===== src/rtl/apb_master_bridge.sv =====
// rtl/apb_master_bridge.sv - single-outstanding APB initiator with wait-state timeout
module apb_master_bridge #(
  parameter int ADDR_W         = 5,
  parameter int DATA_W         = 8,
  parameter int TIMEOUT_CYCLES = 16
) (
  input  logic              CLK,
  input  logic              Rst,
  input  logic              cmd_valid,
  output logic              cmd_ready,
  input  logic              cmd_write,
  input  logic [ADDR_W-1:0] cmd_addr,
  input  logic [DATA_W-1:0] cmd_wdata,
  output logic              rsp_valid,
  output logic [DATA_W-1:0] rsp_rdata,
  output logic              rsp_error,
  output logic              rsp_timeout,
  output logic              PSELm,
  output logic              PENABLEm,
  output logic              PWRITEm,
  output logic [ADDR_W-1:0] PADDRm,
  output logic [DATA_W-1:0] PWDATAm,
  input  logic [DATA_W-1:0] PRDATAm,
  input  logic              PREADYm,
  input  logic              PSLVERRm,
  output logic [1:0]        P_stsMST
);

  // Counter must hold TIMEOUT_CYCLES without wrapping; at least one bit.
  localparam int CNT_W    = (TIMEOUT_CYCLES < 2) ? 1 : $clog2(TIMEOUT_CYCLES + 1);
  localparam bit TO_EN    = (TIMEOUT_CYCLES > 0);
  localparam int TO_LAST_I = (TIMEOUT_CYCLES > 0) ? TIMEOUT_CYCLES - 1 : 0;
  localparam logic [CNT_W-1:0] TO_LAST = CNT_W'(TO_LAST_I);
  localparam logic [CNT_W-1:0] CNT_MAX = {CNT_W{1'b1}};

  typedef enum logic [1:0] {
    ST_IDLE   = 2'b00,
    ST_SETUP  = 2'b01,
    ST_ACCESS = 2'b10
  } state_t;

  state_t           state;
  state_t           state_nxt;
  logic [CNT_W-1:0] wait_cnt;
  logic [CNT_W-1:0] wait_cnt_nxt;
  logic             accept;
  logic             complete;
  logic             timeout_hit;

  assign P_stsMST = state;

  // State register and wait-state counter.
  always_ff @(posedge CLK or posedge Rst) begin
    if (Rst) begin
      state    <= ST_IDLE;
      wait_cnt <= '0;
    end else begin
      state    <= state_nxt;
      wait_cnt <= wait_cnt_nxt;
    end
  end

  // Next-state, command handshake and completion/timeout decode.
  always_comb begin
    state_nxt    = state;
    wait_cnt_nxt = wait_cnt;
    cmd_ready    = 1'b0;
    accept       = 1'b0;
    complete     = 1'b0;
    timeout_hit  = 1'b0;
    case (state)
      ST_IDLE: begin
        cmd_ready    = ~Rst;
        wait_cnt_nxt = '0;
        if (cmd_valid && !Rst) begin
          accept    = 1'b1;
          state_nxt = ST_SETUP;
        end
      end
      ST_SETUP: begin
        wait_cnt_nxt = '0;
        state_nxt    = ST_ACCESS;
      end
      ST_ACCESS: begin
        // Ready doubles as accept so a chained command skips IDLE.
        cmd_ready = PREADYm & ~Rst;
        if (PREADYm) begin
          complete     = 1'b1;
          wait_cnt_nxt = '0;
          if (cmd_valid && !Rst) begin
            accept    = 1'b1;
            state_nxt = ST_SETUP;
          end else begin
            state_nxt = ST_IDLE;
          end
        end else if (TO_EN && (wait_cnt == TO_LAST)) begin
          timeout_hit  = 1'b1;
          wait_cnt_nxt = '0;
          state_nxt    = ST_IDLE;
        end else if (wait_cnt != CNT_MAX) begin
          wait_cnt_nxt = wait_cnt + 1'b1;
        end
      end
      default: begin
        state_nxt    = ST_IDLE;
        wait_cnt_nxt = '0;
      end
    endcase
  end

  // Registered APB outputs; address/data/direction only change on accept.
  always_ff @(posedge CLK or posedge Rst) begin
    if (Rst) begin
      PSELm    <= 1'b0;
      PENABLEm <= 1'b0;
      PWRITEm  <= 1'b0;
      PADDRm   <= '0;
      PWDATAm  <= '0;
    end else begin
      PSELm    <= (state_nxt != ST_IDLE);
      PENABLEm <= (state_nxt == ST_ACCESS);
      if (accept) begin
        PWRITEm <= cmd_write;
        PADDRm  <= cmd_addr;
        PWDATAm <= cmd_wdata;
      end
    end
  end

  // Response pulse and captured read data / status.
  always_ff @(posedge CLK or posedge Rst) begin
    if (Rst) begin
      rsp_valid   <= 1'b0;
      rsp_rdata   <= '0;
      rsp_error   <= 1'b0;
      rsp_timeout <= 1'b0;
    end else begin
      rsp_valid <= complete | timeout_hit;
      if (complete) begin
        if (!PWRITEm) begin
          rsp_rdata <= PRDATAm;
        end
        rsp_error   <= PSLVERRm;
        rsp_timeout <= 1'b0;
      end else if (timeout_hit) begin
        rsp_error   <= 1'b1;
        rsp_timeout <= 1'b1;
      end
    end
  end

endmodule


===== config.mk =====
export PLATFORM = sky130hd
export DESIGN_NAME = apb_master_bridge
export DESIGN_NICKNAME = d
export VERILOG_FILES = /design/src/rtl/apb_master_bridge.sv
export SDC_FILE = /design/constraint.sdc
export NUM_CORES = 1
export LEC_CHECK = 0
export ABC_AREA = 1
export BUFFER_PORTS_ARGS = -buffer_cell sky130_fd_sc_hd__buf_2
export CAP_MARGIN = 10
export CORE_ASPECT_RATIO = 0.75
export CORE_MARGIN = 1
export CORE_UTILIZATION = 51
export CTS_BUF_LIST = sky130_fd_sc_hd__clkbuf_16
export DETAILED_ROUTE_END_ITERATION = 8
export GPL_TIMING_DRIVEN = 0
export PLACE_DENSITY = 0.95
export SLEW_MARGIN = 20
export SYNTH_ARGS = -nofsm -noshare
export SYNTH_HDL_FRONTEND = slang
export SYNTH_SLANG_ARGS = --single-unit

===== constraint.sdc =====
create_clock -name CLK -period 1.7 [get_ports CLK]
set_input_delay 0 -clock CLK [delete_from_list [all_inputs] [get_ports CLK]]
set_output_delay 0 -clock CLK [all_outputs]
set_load 0.01 [all_outputs]

# Word-level counts from Yosys, hierarchy flattened
# Cells that the tools add are included.
dict set report op_classes {
  bitwise 4
  reduce_logical 6
  addsub 1
  n_eq_ne 6
  mux 21
}
# operator n
set op_table {}
lappend op_table {{5-bit 2-to-1 mux} 4}
lappend op_table {{1-bit 2-to-1 mux} 11}
lappend op_table {{2-bit 2-to-1 mux} 3}
lappend op_table {{2-bit one-hot mux with 3 select lines} 1}
lappend op_table {{5-bit by 1-bit adder with 5-bit output (second input constant)} 1}
lappend op_table {{5-bit by 4-bit == test with 1-bit output (second input constant)} 1}
lappend op_table {{5-bit != test (second input constant)} 1}
lappend op_table {{2-bit == test (second input constant)} 2}
lappend op_table {{4-bit != test (second input constant)} 1}
lappend op_table {{1-bit one-hot mux with 2 select lines} 2}
lappend op_table {{2-bit nonzero test} 2}
lappend op_table {{2-bit by 1-bit == test with 1-bit output (second input constant)} 1}
lappend op_table {{2-bit logical NOT} 1}
lappend op_table {{1-bit inverter} 2}
lappend op_table {{2-bit AND reduction} 1}
lappend op_table {{1-bit AND} 1}
lappend op_table {{1-bit logical AND} 1}
lappend op_table {{1-bit logical NOT} 1}
lappend op_table {{1-bit OR} 1}
dict set report word_totals {
  register_bits 34
  word_cells 49
  out_inout_bits 30
}

# Depth between registers and ports, before layout
# Gate-level depths: netlist (run 1).
dict set report logic_depth {
  word_depth 6
  depth_mapped 7
}

# Worst setup path before layout (run 1)
# Ideal clock, no wire load.
dict set report synth_path {
  path_kind {register to register}
  start {register state[0], in the netlist P_stsMST[0]}
  end {register PADDRm[4]}
  stages_incl_launch_ff 6
  arrival_time_ns 1.004
  period_less_slack_ns 1.121
  required_ns 1.584
  setup_slack_ns 0.579
  cell_sequence {dfrtp_1 > nor2_2 > nand3_4 > buf_2 > nand2_1 > nand2_1}
}
dict set report synth_between {
  elab_chain_len 2
}
# item line_no
set synth_rtl {}
lappend synth_rtl {{start, declared} 42} ;# state_t state;
lappend synth_rtl {{start signal, assigned} 58} ;# state <= state_nxt;
lappend synth_rtl {{2-bit == test or 2-bit logical NOT (tied branches)} 71} ;# case (state)
lappend synth_rtl {{1-bit one-hot mux with 2 select lines *} 71}
lappend synth_rtl {{end signal, assigned} 124} ;# PADDRm <= cmd_addr;
lappend synth_rtl {{end, declared} 21} ;# output logic [ADDR_W-1:0] PADDRm,
# Mark *: on every way between the ends. The rest lies on a longest branch, timed or not.
# A chain may end at the register's enable or synchronous reset.

# Final worst setup path (run 1)
dict set report layout_path {
  start {register wait_cnt[1]}
  end {register wait_cnt[1]}
}
dict set report layout_between {
  elab_chain_len 5
}
# item line_no
set layout_rtl {}
lappend layout_rtl {{start, declared} 44} ;# logic [CNT_W-1:0] wait_cnt;
lappend layout_rtl {{start signal, assigned} 59} ;# wait_cnt <= wait_cnt_nxt;
lappend layout_rtl {{5-bit by 1-bit adder with 5-bit output} 101} ;# wait_cnt_nxt = wait_cnt + 1'b1;
lappend layout_rtl {{5-bit 2-to-1 mux} 100} ;# end else if (wait_cnt != CNT_MAX) begin
lappend layout_rtl {{5-bit 2-to-1 mux} 96} ;# end else if (TO_EN && (wait_cnt == TO_LAST)) begin
lappend layout_rtl {{5-bit 2-to-1 mux} 87} ;# if (PREADYm) begin
lappend layout_rtl {{5-bit 2-to-1 mux} 71}
# Parallel ways exist; a longest one is shown, timed or not. The select of a mux whose other input is x is not followed.

==> out/summary.txt, run 1 <==
Mapped Nets: 188
Flop-to-flop setup slack: 0.28 ns
Avg Cell Area, Syn: 8.844 sq um
Max-slew headroom: 54.46%
Synth unique cells: 22
Final hold vios: 0
CTS tree: yes
Outcome: complete, no violations
Sequential area share after synthesis: 60.12%
Final WL: 4497 um
Predominant post-synthesis flop cell: dfrtp_1
FFs w/ async S/R, synth: 100.0%
Clk_lat worst skew: 0.28 ns
PortBufs: 56
Clock transition at path regs: 0.05 ns
Worst min-delay path class: in2reg
Clock tree sinks: 34
Nature of the critical path endpoint: register
Via-to-Cell Ratio: 5.358
Clock buffer depth: 2
Top-count cell post-synth: nand2_1
Min Tclk post-route: 1.418 ns
Die area: 0.002992 sq mm
Num CTS Buffers: 5
Share of layout cells above drive strength 1: 31.30%
Post-synth top area share: 60.12%
Most frequent cells after synthesis: nand2_1 (74), dfrtp_1 (34), nand3_1 (13)
Mapped Area: 0.001415 sq mm
Initial DRC Count: 144
WL per Instance: 15.95 um
Final setup margin: 0.2821 ns
Gpl congestion: 0.8283
Synth Instances: 160
Post-Route Setup TNS: 0 ns
# Post-CTS Setup Buffers: 0
CP Launch Type: register
Vias in the first global route: 1,418
CP Data Arrival Time: 1.57 ns
Number of synthesized flops with an enable pin: 0
Ant diodes: 0
RSZ-0062 raised after global routing: no
I/O pin total: 57
Grt ovf: 0
Initial core utilization: 53.96%
CP Class: reg2reg
Crit Path Max Fanout: 5
Layout Skew: 0.003684 ns
Die Ht: 47.62 um
Worst vdd ir: 843.9 uV
First-pass GRT wire length: 6762 um
GR Util All Layers: 32.22%
Layout area overhead: 48.81%
Final Max Slew Viols: 0
Flops & latches, synth: 34
Routed vias: 1,511
CP required: 1.86 ns
Hpwl dp: 2041 um
Iteration count of the initial detailed-routing pass: 6
Nets: 274
Leakage: 1.213 nW
Yosys warnings: 0
Final setup violation count: 0
Dominant cell type by area after synthesis: dfrtp_1
CTS root buffer: clkbuf_16
Fmax: 705.3 MHz
Worst slew pin tran: 0.6821 ns
Post-route ant nets: 0
Max cap viols: 0
Initial antenna violation count: 0
Cell Rows: 16
Drc violations: 0
Die Wd: 62.83 um
Largest net degree at the start of global routing: 35
Setup WS pre-CTS: 0.4438 ns
Core area: 0.002623 sq mm
Largest cells by area after synthesis: dfrtp_1 (60%), nand2_1 (20%), nand3_1 (4.6%)
H-tree level count: 2
Fin crit share: 83.40%
Pwr/cell area: 1212 mW/mm^2
## state kept, by name, indices dropped and copies added, names as in the netlist
register	count
rsp_valid	1
PSELm	1
PWDATAm	8
rsp_rdata	8
wait_cnt	5
PADDRm	5
PWRITEm	1
rsp_error	1
rsp_timeout	1
PENABLEm	1
P_stsMST	2
## worst max-delay path: stages (launching register included)
cell     delay [ns]
dfrtp_1        0.39
ha_1           0.23
nand3_1        0.26
inv_1          0.16
nand2_1        0.07
nand3_1        0.11
nand2_1        0.09
## metrics by stage
step	hold WS, ns	total power, W	instances	utilization (%)	instance area (sq um)
after floorplan	0.05069	0.001363	160	-	1415
after global placement	0.1953	0.001590	252	66.36	1740
after detailed placement	0.1591	0.001611	252	66.36	1740
after CTS	0.04903	0.002499	282	80.30	2106
after global routing	0.07064	0.002680	282	80.30	2106
final	0.04873	0.002551	282	80.30	2106
## cell families (layout without fill, tap and decap cells)
kind of cell / count (synthesis) / in the layout / synth area share [%]
AOI/OAI and AO/OA: 5 / 5 / 2.033
xor gates and xnor gates: 1 / 1 / 0.6190
adders and majority gates: 1 / 1 / 0.8840
buffers and inverters: 16 / 102 / 5.040
DFF: 34 / 34 / 60.12
and+or+nand+nor: 103 / 103 / 31.30
## worst paths after layout
| kind | start | endpoint | cells after the start |
|---|---|---|---|
| max in group asynchronous | Rst | wait_cnt[2] | 3 |
| hold / removal | PREADYm | rsp_error | 4 |
| setup / recovery | wait_cnt[1] | wait_cnt[1] | 6 |
| min in group asynchronous | Rst | P_stsMST[1] | 3 |
| setup reg to reg | wait_cnt[1] | wait_cnt[1] | 6 |
| hold reg to reg | rsp_rdata[2] | rsp_rdata[2] | 2 |
## cells in the final DEF, fill, tap and decap left out, drive strengths merged
| master | Yosys | layout |
|---|---|---|
| inv | 13 | 13 |
| nand2 | 76 | 76 |
| clkbuf | 0 | 5 |
| ha | 1 | 1 |
| dfrtp | 34 | 34 |
| nor2 | 9 | 9 |
| buf | 2 | 58 |
| nand4 | 2 | 2 |
| o21ai | 4 | 4 |
| clkinv | 1 | 3 |
| xor2 | 1 | 1 |
| or2 | 1 | 1 |
| a21oi | 1 | 1 |
| nand3 | 14 | 14 |
| dlygate4sd3 | 0 | 23 |
| nor3 | 1 | 1 |
## power breakdown
group          total (W)  switching [W]  leakage (nW)  internal (W)
combinational   0.000606       0.000352         0.709      0.000254
clock           0.000852       0.000324        0.0694      0.000528
sequential       0.00109       0.000112         0.435      0.000981
total            0.00255       0.000788          1.21       0.00176
## area by class of cell
| cell class | instances | area (sq um) |
|---|---|---|
| plain buffers | 2 | 16.27 |
| clock buffers | 5 | 125.1 |
| clock inverters | 2 | 10.01 |
| fillers | 139 | 516.7 |
| inverters | 14 | 55.05 |
| multi-input cells | 110 | 493.0 |
| flip-flops and latches | 34 | 850.8 |
| well taps | 36 | 45.04 |
| repair buffers | 79 | 510.5 |
## metal layers
layer	vias up	track usage (%)	share of wire (%)
met5	-	0	0
met4	0	20.00	4.9
met1	708	34.78	35
li1	667	-	-
met2	111	59.13	51
met3	25	10.00	9.0
## repair_timing
item	CTS	global route
hold buffers	23	0
gates resized for setup	0	0
hold endpoints to repair	56	0
Power figures use the tool's default switching activity.
==> inputs of run 2 (changes only) <==
Settings changed: ABC_AREA 1 to 0, CORE_UTILIZATION 51 to 42, PLACE_DENSITY 0.95 to 0.85.
Clock period 1.7 ns to 1.2 ns, I/O delays scaled along.
==> run 2 against run 1 <==
The flow now finishes with violations (setup timing). Clock skew is 0.0022 ns higher. Non-clock buffer count is 22 higher. Critical endpoint is now PADDRm[2]. Global-route usage is 4.8 points lower. Power is 56% higher. Largest power group unchanged.
==> out/summary.txt, run 2 <==
Outcome: finished, violations left
Failing checks: setup timing
Initial DRC Count: 49 (-66%)
Fmax: 684.8 MHz (-2.9%)
Area post-placement: 0.001782 sq mm (+2.4%)
WL per Instance: 17.93 um (+12%)
Nets: 229 (-16%)
Slowest Stage Delay on Critical Path: 0.42 ns (+0.03 ns)
Routed vias: 1,223 (-19%)
Hold path depth: 3 (-1)
CP Data Arrival Time: 1.62 ns (+0.05 ns)
Via-to-Cell Ratio: 5.096 (-4.9%)
I/O pin total: 57 (unchanged)
Min Tclk post-route: 1.460 ns (+0.04250 ns)
Ant diodes: 0 (unchanged)
Largest net degree at the start of global routing: 35 (unchanged)
Hpwl dp: 2067 um (+1.3%)
Mapped Area: 0.001386 sq mm (-2.0%)
CTS tree: yes
Yosys warnings: 0 (unchanged)
Iteration count of the initial detailed-routing pass: 4 (-2)
Die Wd: 68.34 um (+8.8%)
Worst R2R Path Depth: 4 (-2)
Num CTS Buffers: 5 (unchanged)
Clock tree sinks: 34 (unchanged)
Largest regs: PWDATAm (8), rsp_rdata (8)
Avg Cell Area, Syn: 14.91 sq um (+69%)
GR Util All Layers: 27.41% (-4.8 points)
CP required: 1.36 ns (-0.50 ns)
First-pass GRT wire length: 6686 um (-1.1%)
Synth unique cells: 30 (+36%)
Vias in the first global route: 1,348 (-4.9%)
Worst slew pin tran: 0.6873 ns (+0.005160 ns)
Cell Rows: 17 (+1)
Max-slew headroom: 54.11% (-0.34 points)
CTS root buffer: clkbuf_16
Pwr/cell area: 1615 mW/mm^2 (+33%)
Layout area overhead: 78.16%
Predominant post-synthesis flop cell: dfrtp_1
CP Launch Type: register
Top-count cell post-synth: dfrtp_1
Clk_lat worst skew: 0.28 ns (about the same)
Grt ovf: 0 (unchanged)
Share of layout cells above drive strength 1: 65.84% (+35 points)
Flop-to-flop setup slack: -0.26 ns (-0.54 ns)
Setup WS pre-CTS: -0.5121 ns (-0.9559 ns)
Post-synth top area share: 61.37% (+1.2 points)
Sequential area share after synthesis: 61.37% (+1.2 points)
Max cap viols: 0 (unchanged)
Drc violations: 0 (unchanged)
FFs w/ async S/R, synth: 100.0% (unchanged)
Final setup violation count: 31 (+31)
Leading cell type in the layout, fill and taps excluded: buf_2
Worst min-delay path class: in2reg
Final WL: 4303 um (-4.3%)
Slowest CP cell: dfrtp_2
Reg2reg end: PADDRm[2]
Final hold vios: 0 (unchanged)
Mapped Nets: 121 (-36%)
PortBufs: 56 (unchanged)
Flops & latches, synth: 34 (unchanged)
CP Class: reg2reg
Most frequent cells after synthesis: dfrtp_1 (34), mux2_2 (14), mux2_4 (8)
Final Max Slew Viols: 0 (unchanged)
Layout Skew: 0.005904 ns (+0.002220 ns)
Initial antenna violation count: 0 (unchanged)
Initial core utilization: 45.58% (-8.4 points)
RSZ-0062 raised after global routing: yes
Post-route ant nets: 0 (unchanged)
Clock buffer depth: 2 (unchanged)
Die Ht: 51.76 um (+8.7%)
Die area: 0.003537 sq mm (+18%)
WP buf/inv: 2 (+1)
Number of synthesized flops with an enable pin: 0 (unchanged)
Fin crit share: 121.7% (+38 points)
Worst vdd ir: 1014 uV (+20%)
Clock transition at path regs: 0.05 ns (about the same)
Largest cells by area after synthesis: dfrtp_1 (61%), mux2_2 (11%), mux2_4 (8.7%)
Worst min-delay path startpoint: PREADYm
Core area: 0.003042 sq mm (+16%)
Dominant cell type by area after synthesis: dfrtp_1
Crit Path Max Fanout: 5 (unchanged)
Leakage: 1.211 nW (-0.16%)
Most frequent cells in the layout: buf_2 (56), dfrtp_1 (31), dlygate4sd3_1 (25)
Final setup margin: -0.2604 ns (-0.5425 ns)
Nature of the critical path endpoint: register
Worst path cell trace: a2111oi_4 > buf_4 > buf_6 > mux2_4
Cell family with most CP delay: flip-flops
H-tree level count: 2 (unchanged)
Gpl congestion: 0.6833 (-18%)
Synth Instances: 93 (-42%)
Hold Crit Endpoint: wait_cnt[4]
Worst reg2reg startpoint: P_stsMST[1]
Design area: 0.002470 sq mm (+17%)
[run 2: worst max path at each step]
stage / start / end / slack (ns) / cells past startpoint
2_1_floorplan: P_stsMST[1] / PADDRm[4] / -0.39 / 3
3_3_place_gp: P_stsMST[1] / PWDATAm[0] / -0.47 / 3
3_5_place_dp: P_stsMST[1] / PWDATAm[7] / -0.51 / 3
4_1_cts: P_stsMST[1] / PWDATAm[7] / -0.31 / 4
5_1_grt: P_stsMST[1] / PADDRm[2] / -0.31 / 4
6_report: P_stsMST[1] / PADDRm[2] / -0.26 / 4
[run 2: final cells by class]
| type | instances | area, sq um |
|---|---|---|
| flip-flops and latches | 34 | 854.6 |
| repair buffers | 102 | 734.5 |
| multi-input cells | 53 | 666.9 |
| fillers | 156 | 571.8 |
| clock buffers | 5 | 125.1 |
| well taps | 38 | 47.55 |
| plain buffers | 1 | 15.01 |
| inverters | 4 | 15.01 |
| clock inverters | 3 | 11.26 |
[run 2: cells by family (layout without fill, tap and decap cells)]
logic type	after synthesis	in the layout	share of synthesized area (%)
AO/OA/AOI/OAI	15	15	8.304
adder cells (fa/ha/maj)	1	1	0.9024
buffers and inverters	6	115	2.165
flip-flops	34	34	61.37
multiplexers	23	23	20.76
AND/OR/NAND/NOR	14	14	6.499
[run 2: per-layer routing]
| metal | track usage, % | share of wire (%) |
|---|---|---|
| met4 | 7.639 | 2.4 |
| met2 | 52.45 | 53 |
| met5 | 0 | 0 |
| met3 | 9.211 | 6.0 |
| met1 | 27.69 | 38 |
[run 2: worst reg2reg max path: cells and delay by family, from the launching register on]
kind / cells / cell delay, ns
DFF: 1 / 0.42
AOI/OAI and AO/OA: 1 / 0.28
muxes: 1 / 0.30
buffers and inverters: 2 / 0.34
[run 2: timing repair]
item / in CTS / in global routing
pin swaps: 12 / 4
endpoints found under the hold margin: 57 / 1
gates cloned: 1 / 0
hold buffers: 24 / 1
buffers inserted: 15 / 6
endpoints found under the setup margin: 33 / 33
resized for setup: 24 / 16
[run 2: stage by stage]
step	hold slack [ns]	cells	power, W	util (%)	TNS, ns
after floorplan	0.05026	93	0.002157	-	-6.528
after global placement	0.2311	187	0.002507	58.58	-8.487
after detailed placement	0.1791	187	0.002563	58.58	-9.264
after CTS	0.003597	234	0.003894	77.50	-6.213
after global routing	0.1600	240	0.004157	81.20	-7.452
final	0.1491	240	0.003988	81.20	-6.340
[run 2: where the power goes]
group	switching [W]	leakage (nW)	internal, W	total [W]
logic	0.000490	0.719	0.000706	0.00120
registers	0.000182	0.415	0.00143	0.00161
clock network	0.000440	0.0776	0.000744	0.00118
total	0.00111	1.21	0.00288	0.00399
